### src/rtl/btn_pkg.sv
// Shared definitions for the button conditioner: hold-FSM encoding and
// constant-width helpers used to size per-channel counters.
package btn_pkg;

  typedef enum logic [1:0] {
    RELEASED = 2'd0,
    HOLD     = 2'd1,
    REPEAT   = 2'd2
  } hold_state_e;

  // Ceiling log2, never below 1 so the result can always size a vector.
  function automatic int clog2(input int value);
    int r;
    r = 0;
    for (int i = 0; i < 32; i++) begin
      if ((64'd1 << r) < 64'(value)) r = r + 1;
    end
    return (r < 1) ? 1 : r;
  endfunction

  function automatic int max2(input int a, input int b);
    return (a > b) ? a : b;
  endfunction

endpackage

### src/rtl/debounce_channel.sv
// One button channel: synchroniser, tick-based debounce, typematic hold FSM
// and the registered press/release/repeat pulses.
//
//   state    | meaning
//   ---------+-------------------------------------------------------------
//   RELEASED | debounced level low, hold counter idle
//   HOLD     | pressed, counting ticks toward the first repeat
//   REPEAT   | pressed past the initial delay, repeating every RATE ticks
module debounce_channel
  import btn_pkg::*;
#(
  parameter int SYNC_STAGES    = 2,
  parameter int DEBOUNCE_TICKS = 4,
  parameter int REPEAT_DELAY   = 8,
  parameter int REPEAT_RATE    = 4
) (
  input  logic clk,
  input  logic clr,
  input  logic tick_en,
  input  logic inp,
  output logic level,
  output logic press_pulse,
  output logic release_pulse,
  output logic repeat_pulse,
  output logic any_next
);

  localparam int CW = clog2(DEBOUNCE_TICKS);
  localparam int HW = clog2(max2(REPEAT_DELAY, REPEAT_RATE));
  localparam logic [CW-1:0] CNT_LAST   = CW'(DEBOUNCE_TICKS - 1);
  localparam logic [HW-1:0] DELAY_LAST = HW'((REPEAT_DELAY > 0) ? REPEAT_DELAY - 1 : 0);
  localparam logic [HW-1:0] RATE_LAST  = HW'(REPEAT_RATE - 1);
  localparam bit            REPEAT_EN  = (REPEAT_DELAY > 0);

  logic [SYNC_STAGES-1:0] sync;
  logic                   s;
  logic [CW-1:0]          cnt;
  logic [HW-1:0]          hcnt;
  hold_state_e            state;
  logic                   flip;
  logic                   rise;
  logic                   fall;
  logic                   rep_hit;

  assign s = sync[SYNC_STAGES-1];

  // A release on the same tick as a due repeat suppresses the repeat.
  always_comb begin
    flip    = tick_en && (s != level) && (cnt == CNT_LAST);
    rise    = flip && s;
    fall    = flip && !s;
    rep_hit = 1'b0;
    if (REPEAT_EN && tick_en && !fall) begin
      case (state)
        HOLD:    rep_hit = (hcnt == DELAY_LAST);
        REPEAT:  rep_hit = (hcnt == RATE_LAST);
        default: rep_hit = 1'b0;
      endcase
    end
    any_next = rise || rep_hit;
  end

  always_ff @(posedge clk or posedge clr) begin
    if (clr) begin
      sync          <= '0;
      cnt           <= '0;
      hcnt          <= '0;
      level         <= 1'b0;
      press_pulse   <= 1'b0;
      release_pulse <= 1'b0;
      repeat_pulse  <= 1'b0;
      state         <= RELEASED;
    end else begin
      sync          <= {sync[SYNC_STAGES-2:0], inp};
      press_pulse   <= rise;
      release_pulse <= fall;
      repeat_pulse  <= rep_hit;

      if (tick_en) begin
        if (s != level) begin
          if (cnt == CNT_LAST) begin
            level <= s;
            cnt   <= '0;
          end else begin
            cnt <= cnt + 1'b1;
          end
        end else begin
          cnt <= '0;
        end
      end

      case (state)
        RELEASED: begin
          if (rise) begin
            state <= HOLD;
            hcnt  <= '0;
          end
        end
        HOLD, REPEAT: begin
          if (fall) begin
            state <= RELEASED;
            hcnt  <= '0;
          end else if (tick_en && REPEAT_EN) begin
            if (rep_hit) begin
              state <= REPEAT;
              hcnt  <= '0;
            end else begin
              hcnt <= hcnt + 1'b1;
            end
          end
        end
        default: begin
          state <= RELEASED;
          hcnt  <= '0;
        end
      endcase
    end
  end

endmodule

### src/rtl/button_conditioner.sv
// Multi-channel button conditioner: N_CH independent debounce channels plus a
// registered OR of every press and repeat pulse.
module button_conditioner
  import btn_pkg::*;
#(
  parameter int N_CH           = 4,
  parameter int SYNC_STAGES    = 2,
  parameter int DEBOUNCE_TICKS = 4,
  parameter int REPEAT_DELAY   = 8,
  parameter int REPEAT_RATE    = 4
) (
  input  logic            clk,
  input  logic            clr,
  input  logic            tick_en,
  input  logic [N_CH-1:0] inp,
  output logic [N_CH-1:0] level,
  output logic [N_CH-1:0] press_pulse,
  output logic [N_CH-1:0] release_pulse,
  output logic [N_CH-1:0] repeat_pulse,
  output logic            any_press
);

  logic [N_CH-1:0] any_next;

  for (genvar gi = 0; gi < N_CH; gi++) begin : g_ch
    debounce_channel #(
      .SYNC_STAGES   (SYNC_STAGES),
      .DEBOUNCE_TICKS(DEBOUNCE_TICKS),
      .REPEAT_DELAY  (REPEAT_DELAY),
      .REPEAT_RATE   (REPEAT_RATE)
    ) u_ch (
      .clk          (clk),
      .clr          (clr),
      .tick_en      (tick_en),
      .inp          (inp[gi]),
      .level        (level[gi]),
      .press_pulse  (press_pulse[gi]),
      .release_pulse(release_pulse[gi]),
      .repeat_pulse (repeat_pulse[gi]),
      .any_next     (any_next[gi])
    );
  end

  // Built from the channels' next-pulse terms so it lines up with the pulses.
  always_ff @(posedge clk or posedge clr) begin
    if (clr) any_press <= 1'b0;
    else     any_press <= |any_next;
  end

endmodule

### config.mk
export PLATFORM = sky130hd
export DESIGN_NAME = button_conditioner
export DESIGN_NICKNAME = d
export VERILOG_FILES = /design/src/rtl/btn_pkg.sv /design/src/rtl/debounce_channel.sv /design/src/rtl/button_conditioner.sv
export SDC_FILE = /design/constraint.sdc
export NUM_CORES = 1
export LEC_CHECK = 0
export BUFFER_PORTS_ARGS = -buffer_cell sky130_fd_sc_hd__clkbuf_2
export CAP_MARGIN = 20
export CORE_MARGIN = 5
export CORE_UTILIZATION = 55
export DETAILED_ROUTE_END_ITERATION = 8
export PLACE_DENSITY = 0.75
export SLEW_MARGIN = 20
export SYNTH_ARGS = -nofsm -noshare
export SYNTH_HDL_FRONTEND = slang
export SYNTH_SLANG_ARGS = --single-unit
### constraint.sdc
create_clock -name clk -period 2.8 [get_ports clk]
set_input_delay 0.42 -clock clk [delete_from_list [all_inputs] [get_ports clk]]
set_output_delay 0.42 -clock clk [all_outputs]
set_load 0.01 [all_outputs]
==> results of run 1 <==
-- layer usage --
metal  share of wire [%]  GRT usage [%]
met5                   0              0
met4                0.73           3.67
met3                 3.1           3.78
met2                  50           25.3
met1                  46           17.8
-- cells by family (layout without fill, tap and decap cells) --
kind of cell               after synthesis  count (layout)  synth area share, %
and+or+nand+nor                         61              61                 13.4
DFF                                     53              53                 51.8
adders and majority gates               19              19                 9.29
muxes                                   10              10                 4.35
xor gates and xnor gates                 8               8                 2.74
AOI/OAI and AO/OA                       38              38                 9.58
buffers and inverters                   43              58                 8.80
-- worst max-delay path by stage --
| stage | endpoint | from | depth (start not counted) |
|---|---|---|---|
| detailed placement | any_press | tick_en | 5 |
| global placement | any_press | tick_en | 5 |
| CTS | any_press | g_ch[1].u_ch.state[0] | 6 |
| floorplan | any_press | g_ch[2].u_ch.cnt[0] | 6 |
| finish | any_press | g_ch[1].u_ch.state[0] | 6 |
| global route | any_press | g_ch[1].u_ch.state[0] | 6 |
-- cells in the final DEF, fill, tap and decap left out, drive strengths merged --
| master | n |
|---|---|
| o22ai | 5 |
| o211ai | 1 |
| a21oi | 6 |
| nor2 | 9 |
| nand4b | 3 |
| ha | 19 |
| nand3 | 2 |
| mux2i | 1 |
| mux2 | 9 |
| and4b | 4 |
| or4 | 1 |
| nand2b | 6 |
| or2 | 1 |
| and3 | 2 |
| xor2 | 4 |
| clkbuf | 30 |
| nand3b | 1 |
| xnor2 | 4 |
| or4b | 1 |
| nor3 | 5 |
| nor4bb | 1 |
| o21bai | 4 |
| nor2b | 7 |
| inv | 23 |
| a22o | 6 |
| dfrtp | 53 |
| buf | 4 |
| o2bb2ai | 2 |
| bufinv | 1 |
| nand2 | 16 |
| o21a | 1 |
| or3 | 2 |
| o21ai | 12 |
| a2bb2oi | 1 |
-- stage by stage --
stage	instances	cell area, sq um
detailed placement	291	2630
CTS	299	2750
floorplan	232	2560
finish	299	2750
global route	299	2750
global placement	291	2630
-- area by class of cell --
class	instances	share of cell area, %
timing repair buffer	27	5.28
inverter	23	3.14
tap	52	2.37
clock buffer	7	3.14
sequential	53	48.3
clock inverter	1	1.09
multi-input combinational	136	36.7
-- power by group --
| part | switching (uW) | internal [uW] | leakage [uW] |
|---|---|---|---|
| sequential | 130 | 931 | 0.000696 |
| combinational | 353 | 333 | 0.000659 |
| clock | 235 | 292 | 0.0000585 |
| total | 718 | 1560 | 0.00141 |
-- state kept, by name (all words and copies together) (netlist names) --
name                     count
g_ch.u_ch.hcnt              12
g_ch.u_ch.cnt                8
g_ch.u_ch.state              8
g_ch.u_ch.sync               8
g_ch.u_ch.level              4
g_ch.u_ch.press_pulse        4
g_ch.u_ch.release_pulse      4
g_ch.u_ch.repeat_pulse       4
any_press                    1
-- worst max-delay path, stage by stage (launching register included) --
cell and delay, ps:
dfrtp_1 390, inv_1 90, ha_1 210, xor2_1 160
nor4bb_1 170, or4b_1 480, or4_1 410
==> impl_metrics.ini, run 1 <==
[synthesis]
ys.flop_type = dfrtp_1
synth_cell_types = 37
synth_area_per_cell_sq_um = 11.0
async_reset_ff_share_pct = 100
synth_top_cell_by_area = dfrtp_1
syn-cell-area_sq_um = 2560
yosysTopAreaCellShare_pct = 51.8
yosys-top-cells-count = dfrtp_1, inv_1, ha_1, buf_4, nand2_1
synthCells = 232
syn_nets = 258
synth_most_common_cell = dfrtp_1
synth_edf_count = 0
yosysWarningCount = 0
synthTopCellsByArea = dfrtp_1, ha_1, buf_4
ys_seq_area_share_pct = 51.8
ys_ff_latch = 53

[worst_setup_path]
cp_data_required_time_ps = 2970
reg2reg_slack_ps = 770
r2r_cells = 6
timing.rr.start = g_ch[1].u_ch.state[0]
cp_max_fo = 3
crit_path_start_kind = register
cp-end-kind = register
arrival_ps = 2200
reg2reg_to = any_press
critical_path_class = reg -> reg

[global_routing]
grt_overflow = 0
grt_max_degree = 31
grt_pass1_wl_microns = 7090
grt_use_total_pct = 14.4
first_global_vias = 1606
antenna_found_initial = 0

[sta]
fin_ws_ps = 770
fmax_ghz = 0.493
setup-tns-final_ps = 0
worst_pin_slew_ps = 604
hold_viol = 0
maxSlewViolCount = 0
relSlewSlack_pct = 59.7
period_share_pct = 72.5
setup_viol = 0
timing.hold.ws_ps = 168
rsz0062_at_grt = no
fin_skew_ps = 9.05
period_needed_ps = 2030

[cts]
cts_root_buf = clkbuf_8
clock_latency_ps = 300
htree_levels = 2
cts_buffer_depth = 2
post-cts-setup-buffer-count = 0
path_clk_slew_ps = 90
cts_resized = 0
cts.sinks = 53
cts_tree = yes
numCtsBuffers = 5
hold_buffers = 0

[die]
num_rows = 24
die_h_microns = 78.2
pin_count = 24
core_area_sq_um = 4440
fp.dieW_microns = 78.2
initial_core_util_pct = 57.6
fp.dieArea_sq_um = 6120

[placement]
gp_congestion = 0.830
place_ws_ps = 586
io_buffers = 23
hpwl_microns = 2970

[final_layout]
multi_input_area_sq_um = 1010
n_antenna_cell = 0
fill_cells = 372
fin_nets = 272
regArea_sq_um = 1330
drive_above_1_share_pct = 17.4
area_delta_synth_final_pct = 7.33
fin_util_pct = 61.8

[detailed_routing]
drc = 0
drt_iter0_drc = 56
postRouteAntennaNets = 0
wl_per_cell_microns = 13.3
route.vias.total = 1585
wl_microns = 3980
drt_pass1_iterations = 4
drt-vias-per-instance = 5.30

[power]
peakVddDrop_mv = 0.529
power.density_nw_per_um2 = 828
power_leakage_uw = 0.00141
power.total_uw = 2270

[run_status]
status = complete, no violations

[hold_path]
hold_class = in -> async

[flow_run]
maxCapViolCount = 0
Note: power is estimated with default switching activity, not from simulation.
==> run 2: changes to the inputs <==
==> constraint.sdc (replaced) <==
create_clock -name clk -period 1.9 [get_ports clk]
set_input_delay 0.285 -clock clk [delete_from_list [all_inputs] [get_ports clk]]
set_output_delay 0.285 -clock clk [all_outputs]
set_load 0.01 [all_outputs]
==> run 2 against run 1 <==
Net effect: non-clock buffer count rose by 14; first-iteration DRC count rose by 63%; largest power group unchanged; clock-buffer cell count did not move; clock power rose by 20%; sequential share of layout area fell by 1.5 points; final area rose by 3.3%; fmax rose by 7.3%; critical endpoint unchanged; the run now ends with negative hold slack left; sequential cell count did not move.
==> impl_metrics.ini, run 2 (synthesis results as in run 1) <==
[die]
fp.dieArea_sq_um = 6120
num_rows = 24
fp.dieW_microns = 78.2
pin_count = 24
die_h_microns = 78.2
initial_core_util_pct = 57.6
core_area_sq_um = 4440

[global_routing]
grt_overflow = 0
grt_use_total_pct = 16.2
grt_pass1_wl_microns = 7810
grt_max_degree = 54
first_global_vias = 1678
antenna_found_initial = 0

[power]
peakVddDrop_mv = 0.740
power.total_uw = 3270
power_leakage_uw = 0.00147
power.density_nw_per_um2 = 1150

[worst_setup_path]
crit_path_start_kind = register
cp-end-kind = register
timing.rr.start = g_ch[1].u_ch.state[1]
r2r_cells = 5
cp_data_required_time_ps = 2080
cp-startpoint = g_ch[1].u_ch.state[1]
reg2reg_slack_ps = 8
arrival_ps = 2070
critical_path_class = reg -> reg
cp_max_fo = 3

[cts]
cts.sinks = 53
hold_buffers = 0
cts_tree = yes
htree_levels = 2
path_clk_slew_ps = 90
clock_latency_ps = 300
cts_buffer_depth = 2
cts_root_buf = clkbuf_8
numCtsBuffers = 5

[sta]
setup_viol = 0
hold_viol = 15
period_share_pct = 99.6
relSlewSlack_pct = 73.1
period_needed_ps = 1890
rsz0062_at_grt = yes
fin_skew_ps = 2.18
maxSlewViolCount = 0
timing.hold.ws_ps = -25.0
setup-tns-final_ps = 0
worst_pin_slew_ps = 401
fmax_ghz = 0.528

[hold_path]
hold_class = in -> async

[detailed_routing]
drt_pass1_iterations = 4
wl_microns = 4250
postRouteAntennaNets = 0
top_layer = met4
route.vias.total = 1651
met3_length_microns = 167
wl_met1_microns = 1950
drt_iter0_drc = 91
drt-vias-per-instance = 5.29
wl_per_cell_microns = 13.6
route.met2.wl_microns = 2060
drc = 0

[flow_run]
maxCapViolCount = 0

[final_layout]
largest_register_ffs = 12
fill_cells = 359
drive_above_1_share_pct = 22.3
layout_commonest_cell = dfrtp_1
post_layout_nonfiller_instances = 312
final_cell_mix = dfrtp_1, clkbuf_2, inv_1
largest-register = g_ch.u_ch.hcnt
n_antenna_cell = 0
fin_nets = 286
fin_util_pct = 63.8
area_delta_synth_final_pct = 10.9

[run_status]
violations = negative hold slack
status = complete, but fails checks

[placement]
hpwl_microns = 3120
dp.cells = 302
io_buffers = 23
gp_congestion = 0.810
run 2: cell types whose count changed in the layout (fill, tap and decap cells not counted):
cell and change:
buf_4 +13, buf_12 +1, bufinv_16 -1, ha_1 -1, ha_2 +1, inv_1 -1, inv_2 +1
run 2: layout make-up:
type	count	area [sq um]	area share, %
multi-input cells	136	1010	35.6
repair buffers	41	263	9.26
clock buffers	7	86.3	3.04
well taps	52	65.1	2.29
flip-flops and latches	53	1330	46.8
inverters	23	86.3	3.04
run 2: where the power goes:
part | switching, uW | internal, uW | total [uW]
sequential | 194 | 1370 | 1570
combinational | 524 | 547 | 1070
clock | 343 | 290 | 633
run 2: through the flow:
step	hold WS (ps)	setup slack (ps)	area [sq um]
6_report	-25.0	7.75	2840
3_5_place_dp	335	-31.0	2730
3_3_place_gp	331	17.8	2730
2_1_floorplan	316	16.1	2560
4_1_cts	7.96	2.26	2830
5_1_grt	12.5	-84.6	2840
run 2: metal layers:
metal	up-vias	track usage [%]
met4	0	5.24
met5	-	0
met1	794	21.0
li1	825	-
met3	6	4.23
met2	26	26.5
run 2: path summary, 6_finish.rpt:
| check | end |
|---|---|
| hold / removal | g_ch[3].u_ch.state[1] |
| setup reg to reg | any_press |
| setup / recovery | any_press |
| hold reg to reg | g_ch[2].u_ch.sync[1] |
| max in group asynchronous | g_ch[0].u_ch.state[1] |
| min in group clk | g_ch[2].u_ch.sync[0] |
run 2: critical path: stages (launching register included):
cell and delay (ps):
dfrtp_1 390, inv_1 80, ha_1 310, nor4bb_1 150, or4b_1 450, or4_1 390
run 2: what timing repair did:
item | in CTS | in global routing
gates cloned | 0 | 0
setup buffers | 2 | 1
pin swaps | 0 | 0
gates resized for setup | 0 | 2
setup endpoints to repair | 1 | 2
==> run 3: changes to the inputs <==
--- a/config.mk
+++ b/config.mk
@@ -5,11 +5,13 @@
 export SDC_FILE = /design/constraint.sdc
 export NUM_CORES = 1
 export LEC_CHECK = 0
+export ABC_AREA = 1
 export BUFFER_PORTS_ARGS = -buffer_cell sky130_fd_sc_hd__clkbuf_2
 export CAP_MARGIN = 20
 export CORE_MARGIN = 5
 export CORE_UTILIZATION = 55
 export DETAILED_ROUTE_END_ITERATION = 8
+export MAX_ROUTING_LAYER = met4
 export PLACE_DENSITY = 0.75
 export SLEW_MARGIN = 20
 export SYNTH_ARGS = -nofsm -noshare
==> constraint.sdc (replaced) <==
create_clock -name clk -period 2.36 [get_ports clk]
set_input_delay 0.354 -clock clk [delete_from_list [all_inputs] [get_ports clk]]
set_output_delay 0.354 -clock clk [all_outputs]
set_load 0.01 [all_outputs]
==> run 3 against run 2 <==
Net effect: the flow now finishes without violations; total power down 17%; first-iteration DRC count is 26% lower; sequential cell count stayed put; sequential power shrank 20%; sequential share of layout area is 0.10 points lower; clock skew grew 0.62 ps; largest power group unchanged.
==> impl_metrics.ini, run 3 <==
[final_layout]
fin_area_sq_um = 2840
final_cell_mix = nand2_1, dfrtp_1, inv_1
layout_commonest_cell = nand2_1
fin_nets = 351
fin_util_pct = 60.2
largest_register_ffs = 12
drive_above_1_share_pct = 13.5
area_delta_synth_final_pct = 6.37
n_antenna_cell = 0
largest-register = g_ch.u_ch.hcnt

[detailed_routing]
route.met2.wl_microns = 2000
wl_microns = 4210
drc = 0
drt-vias-per-instance = 4.82
drt_iter0_drc = 67
met3_length_microns = 145
wl_per_cell_microns = 10.7
postRouteAntennaNets = 0
route.vias.total = 1895
drt_pass1_iterations = 5
top_layer = met4
wl_met1_microns = 2000

[die]
initial_core_util_pct = 56.6
num_rows = 25
fp.dieW_microns = 79.7
core_area_sq_um = 4720
die_h_microns = 79.7
fp.dieArea_sq_um = 6350
pin_count = 24

[sta]
period_needed_ps = 1500
maxSlewViolCount = 0
setup-tns-final_ps = 0
period_share_pct = 63.6
rsz0062_at_grt = no
worst_pin_slew_ps = 646
hold_viol = 0
fin_skew_ps = 2.79
relSlewSlack_pct = 57.0
setup_viol = 0
fmax_ghz = 0.666

[worst_setup_path]
arrival_ps = 1700
cp-end-kind = register
critical_path_class = reg -> reg
timing.rr.start = g_ch[3].u_ch.state[0]
cp_max_fo = 5
cp_data_required_time_ps = 2560
reg2reg_slack_ps = 860
crit_path_start_kind = register
r2r_cells = 8
reg2reg_to = g_ch[3].u_ch.state[1]

[placement]
gp_congestion = 0.799
hpwl_microns = 3050
io_buffers = 23
postPlaceCellArea_sq_um = 2740

[flow_run]
maxCapViolCount = 0

[synthesis]
yosysWarningCount = 0
async_reset_ff_share_pct = 100
synthCells = 313
synth_area_per_cell_sq_um = 8.54
ys_ff_latch = 53
synth_cell_types = 20
syn_nets = 339
yosys-top-cells-count = nand2_1, dfrtp_1, inv_1, nor2_1, ha_1
synth_most_common_cell = nand2_1
syn-cell-area_sq_um = 2670
synth_edf_count = 0
synthTopCellsByArea = dfrtp_1, nand2_1, ha_1
synth_top_cell_by_area = dfrtp_1
ys_seq_area_share_pct = 49.6
yosysTopAreaCellShare_pct = 49.6
ys.flop_type = dfrtp_1

[cts]
cts_buffer_depth = 2
cts.sinks = 53
numCtsBuffers = 5
hold_buffers = 0
cts_resized = 0
htree_levels = 2
clock_latency_ps = 300
cts_tree = yes
post-cts-setup-buffer-count = 0
path_clk_slew_ps = 90
cts_root_buf = clkbuf_8

[global_routing]
grt_overflow = 0
grt_pass1_wl_microns = 7850
first_global_vias = 1842
grt_max_degree = 54
antenna_found_initial = 0
grt_use_total_pct = 16.2

[hold_path]
min_from = inp[3]
hold_class = in -> reg
worstHoldEndpoint = g_ch[3].u_ch.sync[0]
min_delay_path_depth = 1

[power]
power_leakage_uw = 0.00163
power.density_nw_per_um2 = 956
clockPowerShare_pct = 20.4
peakVddDrop_mv = 0.427
seq_power_share_pct = 46.4
p_comb_share_pct = 33.1
p_int_uw = 1720
power.share.switching_pct = 36.6
switching_power_uw = 993

[run_status]
status = complete, no violations
-- run 3: cell count changes in the layout (fill, tap and decap cells not counted), moves of 6 or more --
cell      change
nand3_1      +14
nand4_1      +11
nor2b_1       -7
buf_4        -16
a21oi_1       -6
mux2_2        -8
a22o_1        -6
inv_1        +28
nand2b_1      -6
nand2_1      +68
nor2_1       +20
-- run 3: layout make-up --
| type | count | area, sq um |
|---|---|---|
| Clock inverter | 1 | 5.00 |
| Timing Repair Buffer | 24 | 123 |
| Sequential cell | 53 | 1330 |
| Multi-Input combinational cell | 188 | 1010 |
| Fill cell | 403 | 1880 |
| Tap cell | 67 | 83.8 |
| Clock buffer | 7 | 96.3 |
| Inverter | 53 | 199 |
-- run 3: critical path, cell delays in order (launching register included) --
cell     delay (ps)
dfrtp_1         380
inv_1            80
ha_1            360
inv_1            80
nor2_1           50
a21oi_2         230
nand2_1         100
nand2_1          70
nand2_1          50
-- run 3: power groups by stage --
stage          Clock [uW]  Combinational, uW  Sequential (uW)
6_report              555                900             1260
5_1_grt               610               1080             1290
4_1_cts               568                916             1260
3_5_place_dp            0                908             1280
3_3_place_gp            0                871             1270
2_1_floorplan           0                780             1240
-- run 3: worst max-delay path by stage --
| stage | start | depth (start not counted) | slack [ps] | endpoint |
|---|---|---|---|---|
| 2_1_floorplan | clr | 1 | 720 | any_press |
| 3_3_place_gp | tick_en | 6 | 570 | g_ch[2].u_ch.hcnt[1] |
| 3_5_place_dp | tick_en | 6 | 550 | g_ch[0].u_ch.hcnt[2] |
| 4_1_cts | g_ch[3].u_ch.state[0] | 8 | 850 | g_ch[3].u_ch.hcnt[2] |
| 5_1_grt | g_ch[3].u_ch.state[0] | 8 | 660 | g_ch[3].u_ch.state[1] |
| 6_report | g_ch[3].u_ch.state[0] | 8 | 860 | g_ch[3].u_ch.state[1] |
-- run 3: layer usage --
metal / up-vias / global-route usage (%)
met5: - / -
met4: 0 / 6.36
met3: 9 / 4.18
met2: 25 / 27.1
met1: 873 / 18.6
li1: 988 / -
-- run 3: kinds of logic (layout without fill, tap and decap cells) --
| kind of cell | count (synthesis) | in the layout | share of synthesized area [%] |
|---|---|---|---|
| AOI/OAI and AO/OA | 21 | 21 | 4.92 |
| and+or+nand+nor | 147 | 147 | 23.6 |
| adders and majority gates | 19 | 19 | 8.90 |
| DFF | 53 | 53 | 49.6 |
| buffers and inverters | 72 | 85 | 12.6 |
| xor gates and xnor gates | 1 | 1 | 0.328 |
-- run 3: metrics by stage --
| step | std cells | hold slack, ps | setup slack (ps) | power, uW |
|---|---|---|---|---|
| detailed placement | 385 | 335 | 550 | 2190 |
| CTS | 393 | 139 | 849 | 2750 |
| global route | 393 | 132 | 661 | 2980 |
| floorplan | 313 | 331 | 720 | 2030 |
| global placement | 385 | 333 | 572 | 2140 |
| finish | 393 | 150 | 858 | 2720 |
